[src/rtl/fifo_word_packer_pkg.sv]
// conv_core_pkg: shared types and helpers for the convolution-core output path.
// Holds the packer state codes, default widths and the lane-mask helper.
package conv_core_pkg;

   localparam int WORD_W_DEF = 32;
   localparam int LANES_DEF  = 4;

   typedef logic [1:0] pk_state_t;

   localparam pk_state_t ST_IDLE = 2'd0;
   localparam pk_state_t ST_FILL = 2'd1;
   localparam pk_state_t ST_SEND = 2'd2;
   localparam pk_state_t ST_DONE = 2'd3;

   // Low n bits set; saturates at 32 lanes.
   function automatic logic [31:0] lane_mask(input int unsigned n);
      logic [31:0] m;
      m = '0;
      for (int unsigned i = 0; i < 32; i++) begin
         m[i] = (i < n);
      end
      return m;
   endfunction

endpackage

[src/rtl/fifo_word_packer_if.sv]
// fifo_word_packer_if: FIFO read side and wide output beat handshake.
// master = packer, slave = FIFO plus downstream write port.
interface fifo_word_packer_if
   import conv_core_pkg::*;
#(
   parameter int WORD_W = WORD_W_DEF,
   parameter int LANES  = LANES_DEF
) ();

   logic                    fifo_empty;
   logic [WORD_W-1:0]       fifo_data;
   logic                    fifo_rd_en;
   logic [WORD_W*LANES-1:0] out_data;
   logic                    out_valid;
   logic                    out_ready;
   logic                    out_last;
   logic [LANES-1:0]        out_lane_mask;

   modport master (
      input  fifo_empty, fifo_data, out_ready,
      output fifo_rd_en, out_data, out_valid, out_last, out_lane_mask
   );

   modport slave (
      output fifo_empty, fifo_data, out_ready,
      input  fifo_rd_en, out_data, out_valid, out_last, out_lane_mask
   );

endinterface

[src/rtl/fifo_word_packer_lane_reg.sv]
// packer_lane_reg: LANES x WORD_W lane store with indexed write and clear.
// Lanes outside the show mask read back as zero.
module packer_lane_reg #(
   parameter int WORD_W = 32,
   parameter int LANES  = 4,
   parameter int IW     = 3
) (
   input  logic                    clk,
   input  logic                    rst,
   input  logic                    clr,
   input  logic                    wr_en,
   input  logic [IW-1:0]           wr_idx,
   input  logic [WORD_W-1:0]       wr_data,
   input  logic [LANES-1:0]        show,
   output logic [WORD_W*LANES-1:0] data
);

   logic [WORD_W-1:0] lane_q [LANES];

   always_ff @(posedge clk or negedge rst) begin
      if (!rst) begin
         for (int i = 0; i < LANES; i++) lane_q[i] <= '0;
      end else if (clr) begin
         for (int i = 0; i < LANES; i++) lane_q[i] <= '0;
      end else if (wr_en) begin
         for (int i = 0; i < LANES; i++) begin
            if (wr_idx == IW'(i)) lane_q[i] <= wr_data;
         end
      end
   end

   always_comb begin
      data = '0;
      for (int i = 0; i < LANES; i++) begin
         data[i*WORD_W +: WORD_W] = show[i] ? lane_q[i] : '0;
      end
   end

endmodule

[src/rtl/fifo_word_packer.sv]
// fifo_word_packer: drains size*size FIFO words into LANES-wide output beats.
// Define FIFO_WORD_PACKER_BEAT_CNT_EN to add the beat_cnt output.
module fifo_word_packer
   import conv_core_pkg::*;
#(
   parameter int WORD_W = WORD_W_DEF,
   parameter int LANES  = LANES_DEF,
   parameter int SIZE_W = 8,
   parameter int CNT_W  = 2*SIZE_W
) (
   input  logic              clk,
   input  logic              rst,
   input  logic [SIZE_W-1:0] size,
   input  logic              size_valid,
   fifo_word_packer_if.master bus,
   output logic              busy,
   output logic              done
`ifdef FIFO_WORD_PACKER_BEAT_CNT_EN
   ,
   output logic [CNT_W-1:0]  beat_cnt
`endif
);

   localparam int IW = $clog2(LANES+1);

   pk_state_t        state;
   logic [CNT_W-1:0] remaining;
   logic [CNT_W-1:0] req_left;
   logic [CNT_W-1:0] prod;
   logic [IW-1:0]    lane_wr;
   logic [IW-1:0]    lane_req;
   logic [IW-1:0]    nxt_wr;
   logic             rd_pend;
   logic             start;
   logic             rd_en;
   logic             beat_end;
   logic             accept;

   assign prod   = CNT_W'(size) * CNT_W'(size);
   assign start  = size_valid && (state == ST_IDLE || state == ST_DONE);
   assign rd_en  = (state == ST_FILL) && !bus.fifo_empty &&
                   (req_left != '0) && (lane_req < IW'(LANES));
   assign nxt_wr = lane_wr + IW'(1);
   // rd_pend only ever lands inside FILL: no read is left open at SEND.
   assign beat_end = rd_pend &&
                     (nxt_wr == IW'(LANES) || remaining == CNT_W'(1));
   assign accept = (state == ST_SEND) && bus.out_valid && bus.out_ready;
   assign busy   = (state == ST_FILL) || (state == ST_SEND);

   assign bus.fifo_rd_en = rd_en;

   packer_lane_reg #(
      .WORD_W (WORD_W),
      .LANES  (LANES),
      .IW     (IW)
   ) u_lanes (
      .clk     (clk),
      .rst     (rst),
      .clr     (accept),
      .wr_en   (rd_pend),
      .wr_idx  (lane_wr),
      .wr_data (bus.fifo_data),
      .show    (bus.out_lane_mask),
      .data    (bus.out_data)
   );

   always_ff @(posedge clk or negedge rst) begin
      if (!rst) begin
         state             <= ST_IDLE;
         remaining         <= '0;
         req_left          <= '0;
         lane_wr           <= '0;
         lane_req          <= '0;
         rd_pend           <= 1'b0;
         done              <= 1'b0;
         bus.out_valid     <= 1'b0;
         bus.out_last      <= 1'b0;
         bus.out_lane_mask <= '0;
      end else begin
         rd_pend <= rd_en;
         unique case (state)
            ST_IDLE, ST_DONE: begin
               if (start) begin
                  remaining <= prod;
                  req_left  <= prod;
                  lane_wr   <= '0;
                  lane_req  <= '0;
                  done      <= (prod == '0);
                  state     <= (prod == '0) ? ST_DONE : ST_FILL;
               end
            end
            ST_FILL: begin
               if (rd_en) begin
                  req_left <= req_left - CNT_W'(1);
                  lane_req <= lane_req + IW'(1);
               end
               if (rd_pend) begin
                  lane_wr   <= nxt_wr;
                  remaining <= remaining - CNT_W'(1);
               end
               if (beat_end) begin
                  state             <= ST_SEND;
                  bus.out_valid     <= 1'b1;
                  bus.out_lane_mask <= LANES'(lane_mask(32'(nxt_wr)));
                  bus.out_last      <= (remaining == CNT_W'(1));
               end
            end
            ST_SEND: begin
               if (accept) begin
                  lane_wr           <= '0;
                  lane_req          <= '0;
                  bus.out_valid     <= 1'b0;
                  bus.out_last      <= 1'b0;
                  bus.out_lane_mask <= '0;
                  done              <= bus.out_last;
                  state             <= bus.out_last ? ST_DONE : ST_FILL;
               end
            end
            default: state <= ST_IDLE;
         endcase
      end
   end

`ifdef FIFO_WORD_PACKER_BEAT_CNT_EN
   always_ff @(posedge clk or negedge rst) begin
      if (!rst) begin
         beat_cnt <= '0;
      end else if (start) begin
         beat_cnt <= '0;
      end else if (accept) begin
         beat_cnt <= beat_cnt + CNT_W'(1);
      end
   end
`endif

endmodule

[src/flat_wrapper.sv]
// flat-port wrapper written by rule: the top's interface ports become plain ports
module fifo_word_packer_flat import conv_core_pkg::*;
#(
   parameter int WORD_W = WORD_W_DEF,
   parameter int LANES  = LANES_DEF,
   parameter int SIZE_W = 8,
   parameter int CNT_W  = 2*SIZE_W
)
  (clk, rst, size, size_valid, busy, done, bus_fifo_empty, bus_fifo_data, bus_out_ready, bus_fifo_rd_en, bus_out_data, bus_out_valid, bus_out_last, bus_out_lane_mask);
  fifo_word_packer_if #(.WORD_W(WORD_W), .LANES(LANES)) bus_i ();
  input  logic clk;
  input  logic rst;
  input  logic [SIZE_W-1:0] size;
  input  logic size_valid;
  output logic busy;
  output logic done;
  input wire logic [$bits(bus_i.fifo_empty)-1:0] bus_fifo_empty;
  input wire logic [$bits(bus_i.fifo_data)-1:0] bus_fifo_data;
  input wire logic [$bits(bus_i.out_ready)-1:0] bus_out_ready;
  output wire logic [$bits(bus_i.fifo_rd_en)-1:0] bus_fifo_rd_en;
  output wire logic [$bits(bus_i.out_data)-1:0] bus_out_data;
  output wire logic [$bits(bus_i.out_valid)-1:0] bus_out_valid;
  output wire logic [$bits(bus_i.out_last)-1:0] bus_out_last;
  output wire logic [$bits(bus_i.out_lane_mask)-1:0] bus_out_lane_mask;
  assign bus_i.fifo_empty = bus_fifo_empty;
  assign bus_i.fifo_data = bus_fifo_data;
  assign bus_i.out_ready = bus_out_ready;
  assign bus_fifo_rd_en = bus_i.fifo_rd_en;
  assign bus_out_data = bus_i.out_data;
  assign bus_out_valid = bus_i.out_valid;
  assign bus_out_last = bus_i.out_last;
  assign bus_out_lane_mask = bus_i.out_lane_mask;
  fifo_word_packer #(.WORD_W(WORD_W), .LANES(LANES), .SIZE_W(SIZE_W), .CNT_W(CNT_W)) u_core (.clk(clk), .rst(rst), .size(size), .size_valid(size_valid), .bus(bus_i), .busy(busy), .done(done));
endmodule
[config.mk]
export PLATFORM = sky130hd
export DESIGN_NAME = fifo_word_packer_flat
export DESIGN_NICKNAME = d
export VERILOG_FILES = /design/src/rtl/fifo_word_packer_pkg.sv /design/src/rtl/fifo_word_packer_if.sv /design/src/rtl/fifo_word_packer_lane_reg.sv /design/src/rtl/fifo_word_packer.sv /design/src/flat_wrapper.sv
export SDC_FILE = /design/constraint.sdc
export NUM_CORES = 1
export LEC_CHECK = 0
export ABC_CLOCK_PERIOD_IN_PS = 2500
export CORE_AREA = 2 2 141 143
export DETAILED_ROUTE_END_ITERATION = 10
export DIE_AREA = 0 0 143 145
export DONT_BUFFER_PORTS = 1
export GPL_ROUTABILITY_DRIVEN = 0
export GPL_TIMING_DRIVEN = 1
export PLACE_DENSITY = 0.78
export RECOVER_POWER = 50
export SYNTH_ARGS = -nofsm -noshare
export SYNTH_HDL_FRONTEND = slang
export SYNTH_HIERARCHICAL = 1
export SYNTH_SLANG_ARGS = --single-unit
[constraint.sdc]
create_clock -name clk -period 2.5 [get_ports clk]
set_input_delay 0.625 -clock clk [delete_from_list [all_inputs] [get_ports clk]]
set_output_delay 0.625 -clock clk [all_outputs]
set_load 0.02 [all_outputs]
==> summary.md, run 1 <==
Cells and area
- **fill cell count** 1454
- **area of all placed cells without fillers** 0.0131 mm2
- **post-route insts no fill** 1481
- **share of post-route cells with drive strength above 1** 0.190
- **final-stage net count** 1310
- **Area Growth Syn to Fin** 17.9%
- **most common library cell in the layout ignoring fill and taps** sky130_fd_sc_hd__dfrtp_1
- **number of antenna diodes** 0
- **leading cell types in the layout, fill and taps excluded** sky130_fd_sc_hd__dfrtp_1 (176), sky130_fd_sc_hd__nand2b_1 (166), sky130_fd_sc_hd__and2_1 (143)

Drt
- **initial drt markers** 478
- **DRC errors left** 0
- **remaining number of nets flagged by the antenna check after routing** 0
- **via/cell ratio** 5.71
- **DRT Wirelength** 27.6 mm
- **mean routed wirelength per cell** 18.6 um
- **total via count after detailed routing** 8452
- **first-pass iteration count of the detailed router** 5

Floorplanning
- **core region area** 0.0192 mm2
- **DIE WIDTH** 143 um
- **number of placed I/O pins** 182
- **die span in y** 145 um
- **initial core utilization** 0.579
- **Std-Cell Rows** 51
- **total die area** 0.0207 mm2

Placed design
- **Detail Placement HPWL** 19.4 mm
- **number of cells in the design after placement** 1436
- **standard cell area after detailed placement** 0.0122 mm2
- **IO Port Bufs** 0
- **placement-stage worst setup slack** -2.07 ns

Global routing
- **met1 Use GR** 0.338
- **met3 Usage GRT** 0.0564
- **vias in the first global route** 8559
- **Top Usage Layer GRT** met2
- **pin count of the biggest net entering global routing** 177
- **GR met2 Demand/Resource** 0.449
- **final global-route overflow total** 0
- **first-pass GRT wire length** 44.2 mm
- **initial antenna violation count** 0
- **GRT Overall Usage** 0.266

Clock network
- **Num CTS Buffers** 17
- **CTS clk-pin slew, worst paths** 0.08 ns
- **clock insertion delay at the later pin of the skew report** 0.43 ns
- **number of buffers on the longest clock path** 2
- **cell chosen for the clock root** sky130_fd_sc_hd__clkbuf_16
- **TritonCTS Sinks** 176
- **number of levels the H-tree was split into** 4
- **clock tree from TritonCTS** built

STA
- **count of pins over their slew limit** 0
- **Final min period** 3.96 ns
- **Final Hold Vio Count** 176
- **slack of the critical path** -1.46 ns
- **total setup violations reported at the end of the flow** 31
- **smallest hold slack** -0.124 ns
- **Final period util** 1.58
- **slew margin rel.** 0.420
- **clk_skew** 0.0170 ns
- **setup repair after global routing missed its margin** true
- **fmax** 0.253 GHz
- **Worst-Margin Slew** 0.870 ns

Yosys
- **Primary FF master, synth** sky130_fd_sc_hd__dfrtp_1
- **post-synth cell types** 73
- **synth warn** 6
- **Cells after Synth** 1129
- **FFs w/ async S/R, synth** 1.00
- **cell area after synthesis** 0.0111 mm2
- **synthesized area divided by synthesized cell count** 9.85 um2
- **proportion of synthesized chip area in sequential cells** 0.396
- **flop and latch count out of synthesis** 176
- **number of enable flip-flop cells after synthesis** 0

Critical path
- **FF-to-FF End** u_core/req_left[12]$_DFFE_PN0P_
- **start point of the critical path** size[0]
- **worst r2r path cells** 11
- **CP Class** input port to flip-flop
- **required arrival time at the worst endpoint** 2.86 ns
- **startpoint class of the critical path** input port
- **R2R Setup Slk** -0.17 ns
- **maximum fanout along the worst path** 9
- **Data arrival, critical path** 4.32 ns
- **kind of end point of the critical path** flip-flop
- **FF-to-FF Start** u_core/req_left[0]$_DFFE_PN0P_

Status
- **status** complete, but fails checks
- **violated checks** hold timing, setup timing

Flow run
- **# Max-Cap Violations** 0

Power and ir drop
- **P_leak** 6.50 nW
- **overall power of the completed layout** 15.7 mW
- **power density over the cells** 1200 mW/mm2
- **Max VDD drop** 0.000748 V

Hold path
- **worst hold-check path type** input port to asynchronous set/reset pin

## cell families (layout without fill, tap and decap cells)
logic type / after synthesis / in the layout / synth area share
flip-flops: 176 / 176 / 0.396
other: 1 / 2 / 0.000337
adder cells (fa/ha/maj): 62 / 62 / 0.0867
AO/OA/AOI/OAI: 153 / 153 / 0.0894
AND/OR/NAND/NOR: 473 / 473 / 0.251
buffers and inverters: 117 / 203 / 0.0451
XOR/XNOR: 14 / 14 / 0.0110
multiplexers: 133 / 133 / 0.120
## worst max path at each step
stage                     slack (ns)                          endpoint  cells after the start
after detailed placement       -2.07       u_core/state[1]$_DFFE_PN0P_                     14
after global routing           -1.59   u_core/req_left[13]$_DFFE_PN0P_                     17
after floorplan                -1.80   u_core/req_left[15]$_DFFE_PN0P_                     14
after CTS                      -1.45  u_core/remaining[14]$_DFFE_PN0P_                     16
after global placement         -1.90           u_core/done$_DFFE_PN0P_                     14
final                          -1.46       u_core/state[1]$_DFFE_PN0P_                     16
## power breakdown
part	switching (mW)	internal [mW]	total (mW)
clock network	1.29	1.34	2.63
logic	4.53	3.60	8.12
registers	0.814	4.15	4.97
total	6.63	9.09	15.7
## synthesized netlist by cell type, drive strengths merged (7+ instances only)
master  instances  share of area
mux2i         132           0.12
nand2b        166          0.093
o22ai          14         0.0079
nand2          49          0.017
ha             37          0.042
clkbuf         44          0.015
buf            15          0.010
a21o            7         0.0047
nand3          12         0.0054
o21ai          41          0.019
inv            58          0.020
o31ai           8         0.0054
or4             8         0.0063
fa             25          0.045
nor2           35          0.012
dfrtp         176           0.40
nor3           11         0.0050
a21oi          41          0.019
and2          148          0.083
xnor2           9         0.0071
## repair_timing
item	4_1_cts	5_1_grt
endpoints found under the hold margin	176	176
cloned	0	0
setup buffers	7	10
pin swaps	29	32
setup endpoints to repair	27	36
gates resized for setup	29	34
## per-layer routing
metal / wire, um / part of all wire
met2: 13600 / 0.49
met4: 843 / 0.031
met1: 11600 / 0.42
met3: 1530 / 0.055
met5: 0 / 0
## worst max-delay path, cell delays in order
cell and delay (ns):
sky130_fd_sc_hd__and2_4 0.14, sky130_fd_sc_hd__fa_1 0.52, sky130_fd_sc_hd__xor2_1 0.18, sky130_fd_sc_hd__xnor2_1 0.11
sky130_fd_sc_hd__fa_1 0.53, sky130_fd_sc_hd__inv_1 0.05, sky130_fd_sc_hd__fa_1 0.49, sky130_fd_sc_hd__inv_2 0.05
sky130_fd_sc_hd__ha_4 0.21, sky130_fd_sc_hd__a21o_1 0.18, sky130_fd_sc_hd__a211o_1 0.34, sky130_fd_sc_hd__o21ai_4 0.23
sky130_fd_sc_hd__nor2_2 0.08, sky130_fd_sc_hd__a311oi_2 0.24, sky130_fd_sc_hd__nand4_1 0.17, sky130_fd_sc_hd__o21ai_1 0.17
## state kept, by name, indices dropped and copies added, names as in the netlist
register,flops
u_core/req_left,16
u_core/lane_wr,3
u_core/remaining,16
u_core/state,2
u_core/done,1
u_core/u_lanes/lane_q,128
u_core/bus.out_lane_mask,4
u_core/rd_pend,1
u_core/bus.out_valid,1
u_core/bus.out_last,1
u_core/lane_req,3
## layout make-up
cell class	count	area, um2	share of cell area
Inverter	58	230	0.0176
Clock buffer	17	425	0.0325
Multi-Input combinational cell	837	6660	0.508
Timing Repair Buffer	113	897	0.0684
Sequential cell	176	4400	0.336
Tap cell	265	332	0.0253
Clock inverter	15	156	0.0119
## through the flow
stage / utilization / TNS [ns]
after global placement: 0.634 / -40.52
after detailed placement: 0.634 / -42.40
after global routing: 0.682 / -40.23
final: 0.682 / -30.20
after floorplan: - / -33.16
after CTS: 0.674 / -29.12
(Power assumes the default switching activity.)
==> run 2, diff against run 1 <==
--- a/config.mk
+++ b/config.mk
@@ -6,13 +6,13 @@
 export NUM_CORES = 1
 export LEC_CHECK = 0
 export ABC_CLOCK_PERIOD_IN_PS = 2500
-export CORE_AREA = 2 2 141 143
+export CORE_AREA = 2 2 184 186
 export DETAILED_ROUTE_END_ITERATION = 10
-export DIE_AREA = 0 0 143 145
+export DIE_AREA = 0 0 186 188
 export DONT_BUFFER_PORTS = 1
 export GPL_ROUTABILITY_DRIVEN = 0
 export GPL_TIMING_DRIVEN = 1
-export PLACE_DENSITY = 0.78
+export PLACE_DENSITY = 0.51
 export RECOVER_POWER = 50
 export SYNTH_ARGS = -nofsm -noshare
 export SYNTH_HDL_FRONTEND = slang
==> constraint.sdc (replaced) <==
create_clock -name clk -period 2.5 [get_ports clk]
set_input_delay 0.25 -clock clk [delete_from_list [all_inputs] [get_ports clk]]
set_output_delay 0.25 -clock clk [all_outputs]
set_load 0.02 [all_outputs]
==> run 2 against run 1 <==
The flow still finishes with violations (hold timing, setup timing). Wire length grew 9.7%. Worst hold slack got worse by 0.37 ns. Utilization decreased by 28 points. Clock power shrank 2%. Sequential cell count is the same. Critical path depth fell by 1. Maximum frequency grew 9.8%. Non-clock buffer count increased by 4. Critical endpoint is now u_core/req_left[13]$_DFFE_PN0P_.
==> summary.md, run 2 (synthesis gave the netlist of run 1 again) <==
Status
- **status** complete, but fails checks
- **violated checks** hold timing, setup timing

Clock network
- **number of levels the H-tree was split into** 4, unchanged
- **clock tree from TritonCTS** built
- **Num CTS Buffers** 17, unchanged
- **clock insertion delay at the later pin of the skew report** 0.44 ns, about the same
- **number of buffers on the longest clock path** 2, unchanged
- **TritonCTS Sinks** 176, unchanged
- **CTS clk-pin slew, worst paths** 0.07 ns, about the same
- **cell chosen for the clock root** sky130_fd_sc_hd__clkbuf_16

Power and ir drop
- **P_leak** 6.49 nW, -0.21%
- **Max VDD drop** 0.000523 V, -30%
- **overall power of the completed layout** 15.8 mW, +0.66%
- **power density over the cells** 1180 mW/mm2, -1.9%

STA
- **count of pins over their slew limit** 0, unchanged
- **Final min period** 3.61 ns, -0.353 ns
- **fmax** 0.277 GHz, +9.8%
- **slack of the critical path** -1.11 ns, +0.353 ns
- **Final Hold Vio Count** 176, unchanged
- **smallest hold slack** -0.493 ns, -0.369 ns
- **clk_skew** 0.0123 ns, -0.00469 ns
- **Worst-Margin Slew** 0.952 ns, +0.0824 ns
- **setup repair after global routing missed its margin** true
- **Final period util** 1.44, -0.141
- **total setup violations reported at the end of the flow** 30, -3.2%
- **slew margin rel.** 0.364, -0.0564

Cells and area
- **final-stage net count** 1314, +0.31%
- **post-route insts no fill** 1667, +13%
- **leading cell types in the layout, fill and taps excluded** sky130_fd_sc_hd__dfrtp_1 (176), sky130_fd_sc_hd__nand2b_1 (166), sky130_fd_sc_hd__mux2i_1 (132)
- **largest reg by FF count** u_core/u_lanes/lane_q
- **most common library cell in the layout ignoring fill and taps** sky130_fd_sc_hd__dfrtp_1
- **Area Growth Syn to Fin** 21.0%
- **footprint of the multi-input gates** 0.00671 mm2, +0.73%
- **leading registers by flop count** u_core/u_lanes/lane_q (128), u_core/remaining (16), u_core/req_left (16)
- **fill cell count** 3285, +130%
- **number of antenna diodes** 0, unchanged
- **share of post-route cells with drive strength above 1** 0.198, +0.00774
- **register area** 0.00440 mm2, unchanged
- **Largest register FFs** 128, unchanged

Flow run
- **# Max-Cap Violations** 0, unchanged

Placed design
- **number of cells in the design after placement** 1624, +13%
- **IO Port Bufs** 0, unchanged
- **placement-stage worst setup slack** -1.73 ns, +0.338 ns
- **Detail Placement HPWL** 20.9 mm, +8.1%

Critical path
- **FF-to-FF Start** u_core/req_left[0]$_DFFE_PN0P_
- **maximum fanout along the worst path** 7, -2
- **worst r2r path cells** 11, unchanged
- **R2R Setup Slk** -0.16 ns, about the same
- **FF-to-FF End** u_core/req_left[8]$_DFFE_PN0P_
- **CP Class** input port to flip-flop
- **startpoint class of the critical path** input port
- **required arrival time at the worst endpoint** 2.80 ns, -0.06 ns
- **Data arrival, critical path** 3.91 ns, -0.41 ns
- **kind of end point of the critical path** flip-flop

Global routing
- **initial antenna violation count** 0, unchanged
- **vias in the first global route** 8339, -2.6%
- **final global-route overflow total** 0, unchanged
- **pin count of the biggest net entering global routing** 177, unchanged
- **GRT Overall Usage** 0.175, -0.0910
- **first-pass GRT wire length** 47.5 mm, +7.6%

Floorplanning
- **initial core utilization** 0.336, -0.243
- **number of placed I/O pins** 182, unchanged
- **core region area** 0.0331 mm2, +72%
- **die span in y** 188 um, +30%
- **Std-Cell Rows** 67, +31%
- **total die area** 0.0350 mm2, +69%
- **DIE WIDTH** 186 um, +30%

Hold path
- **worst hold-check path type** input port to asynchronous set/reset pin

Drt
- **remaining number of nets flagged by the antenna check after routing** 0, unchanged
- **DRC errors left** 0, unchanged
- **DRT Wirelength** 30.3 mm, +9.7%
- **first-pass iteration count of the detailed router** 4, -1
- **mean routed wirelength per cell** 18.2 um, -2.5%
- **total via count after detailed routing** 8195, -3.0%
- **initial drt markers** 414, -13%
- **via/cell ratio** 4.92, -14%

[run 2: critical path: stages]
cell and delay, ns:
sky130_fd_sc_hd__and2_4 0.15, sky130_fd_sc_hd__fa_1 0.48, sky130_fd_sc_hd__fa_1 0.54, sky130_fd_sc_hd__inv_1 0.05
sky130_fd_sc_hd__fa_1 0.46, sky130_fd_sc_hd__fa_1 0.53, sky130_fd_sc_hd__inv_2 0.05, sky130_fd_sc_hd__ha_4 0.21
sky130_fd_sc_hd__a211o_1 0.32, sky130_fd_sc_hd__o21ai_4 0.23, sky130_fd_sc_hd__o31ai_1 0.11, sky130_fd_sc_hd__a31oi_1 0.21
sky130_fd_sc_hd__buf_4 0.17, sky130_fd_sc_hd__o2bb2ai_2 0.09, sky130_fd_sc_hd__a21oi_1 0.05
[run 2: worst max path at each step]
stage	startpoint	endpoint	slack [ns]	depth (start not counted)
floorplan	size[2]	u_core/req_left[15]$_DFFE_PN0P_	-1.43	14
global placement	size[2]	u_core/done$_DFFE_PN0P_	-1.70	14
detailed placement	size[2]	u_core/done$_DFFE_PN0P_	-1.73	14
CTS	size[2]	u_core/req_left[11]$_DFFE_PN0P_	-1.03	15
global route	size[2]	u_core/state[1]$_DFFE_PN0P_	-1.24	14
finish	size[2]	u_core/req_left[13]$_DFFE_PN0P_	-1.11	15
[run 2: timing repair]
item	4_1_cts	5_1_grt
buffers inserted	7	7
endpoints found under the hold margin	176	177
pin swaps	20	29
resized for setup	32	51
setup endpoints to repair	31	38
[run 2: area by class of cell]
cell class,count,area share
clock buffer,18,0.0326
clock inverter,13,0.00790
multi-input combinational,837,0.499
sequential,176,0.327
inverter,58,0.0173
tap,448,0.0417
timing repair buffer,117,0.0744
[run 2: power breakdown]
| part | switching [mW] | internal, mW | total, mW |
|---|---|---|---|
| clock network | 1.26 | 1.31 | 2.58 |
| registers | 0.785 | 4.15 | 4.94 |
| logic | 4.58 | 3.73 | 8.31 |
[run 2: layer usage]
| metal | vias to the layer above | track usage | part of all wire |
|---|---|---|---|
| li1 | 3962 | - | - |
| met1 | 4062 | 0.231 | 0.46 |
| met2 | 152 | 0.287 | 0.47 |
| met3 | 19 | 0.0429 | 0.053 |
| met4 | 0 | 0.0436 | 0.013 |
| met5 | - | 0 | 0 |
[run 2: per-stage QoR]
step           setup TNS [ns]  area, um2   util
3_3_place_gp           -32.15      12500  0.377
5_1_grt                -22.94      13500  0.406
2_1_floorplan          -24.12      11300      -
6_report               -19.09      13500  0.406
3_5_place_dp           -32.70      12500  0.377
4_1_cts                -18.68      13200  0.400
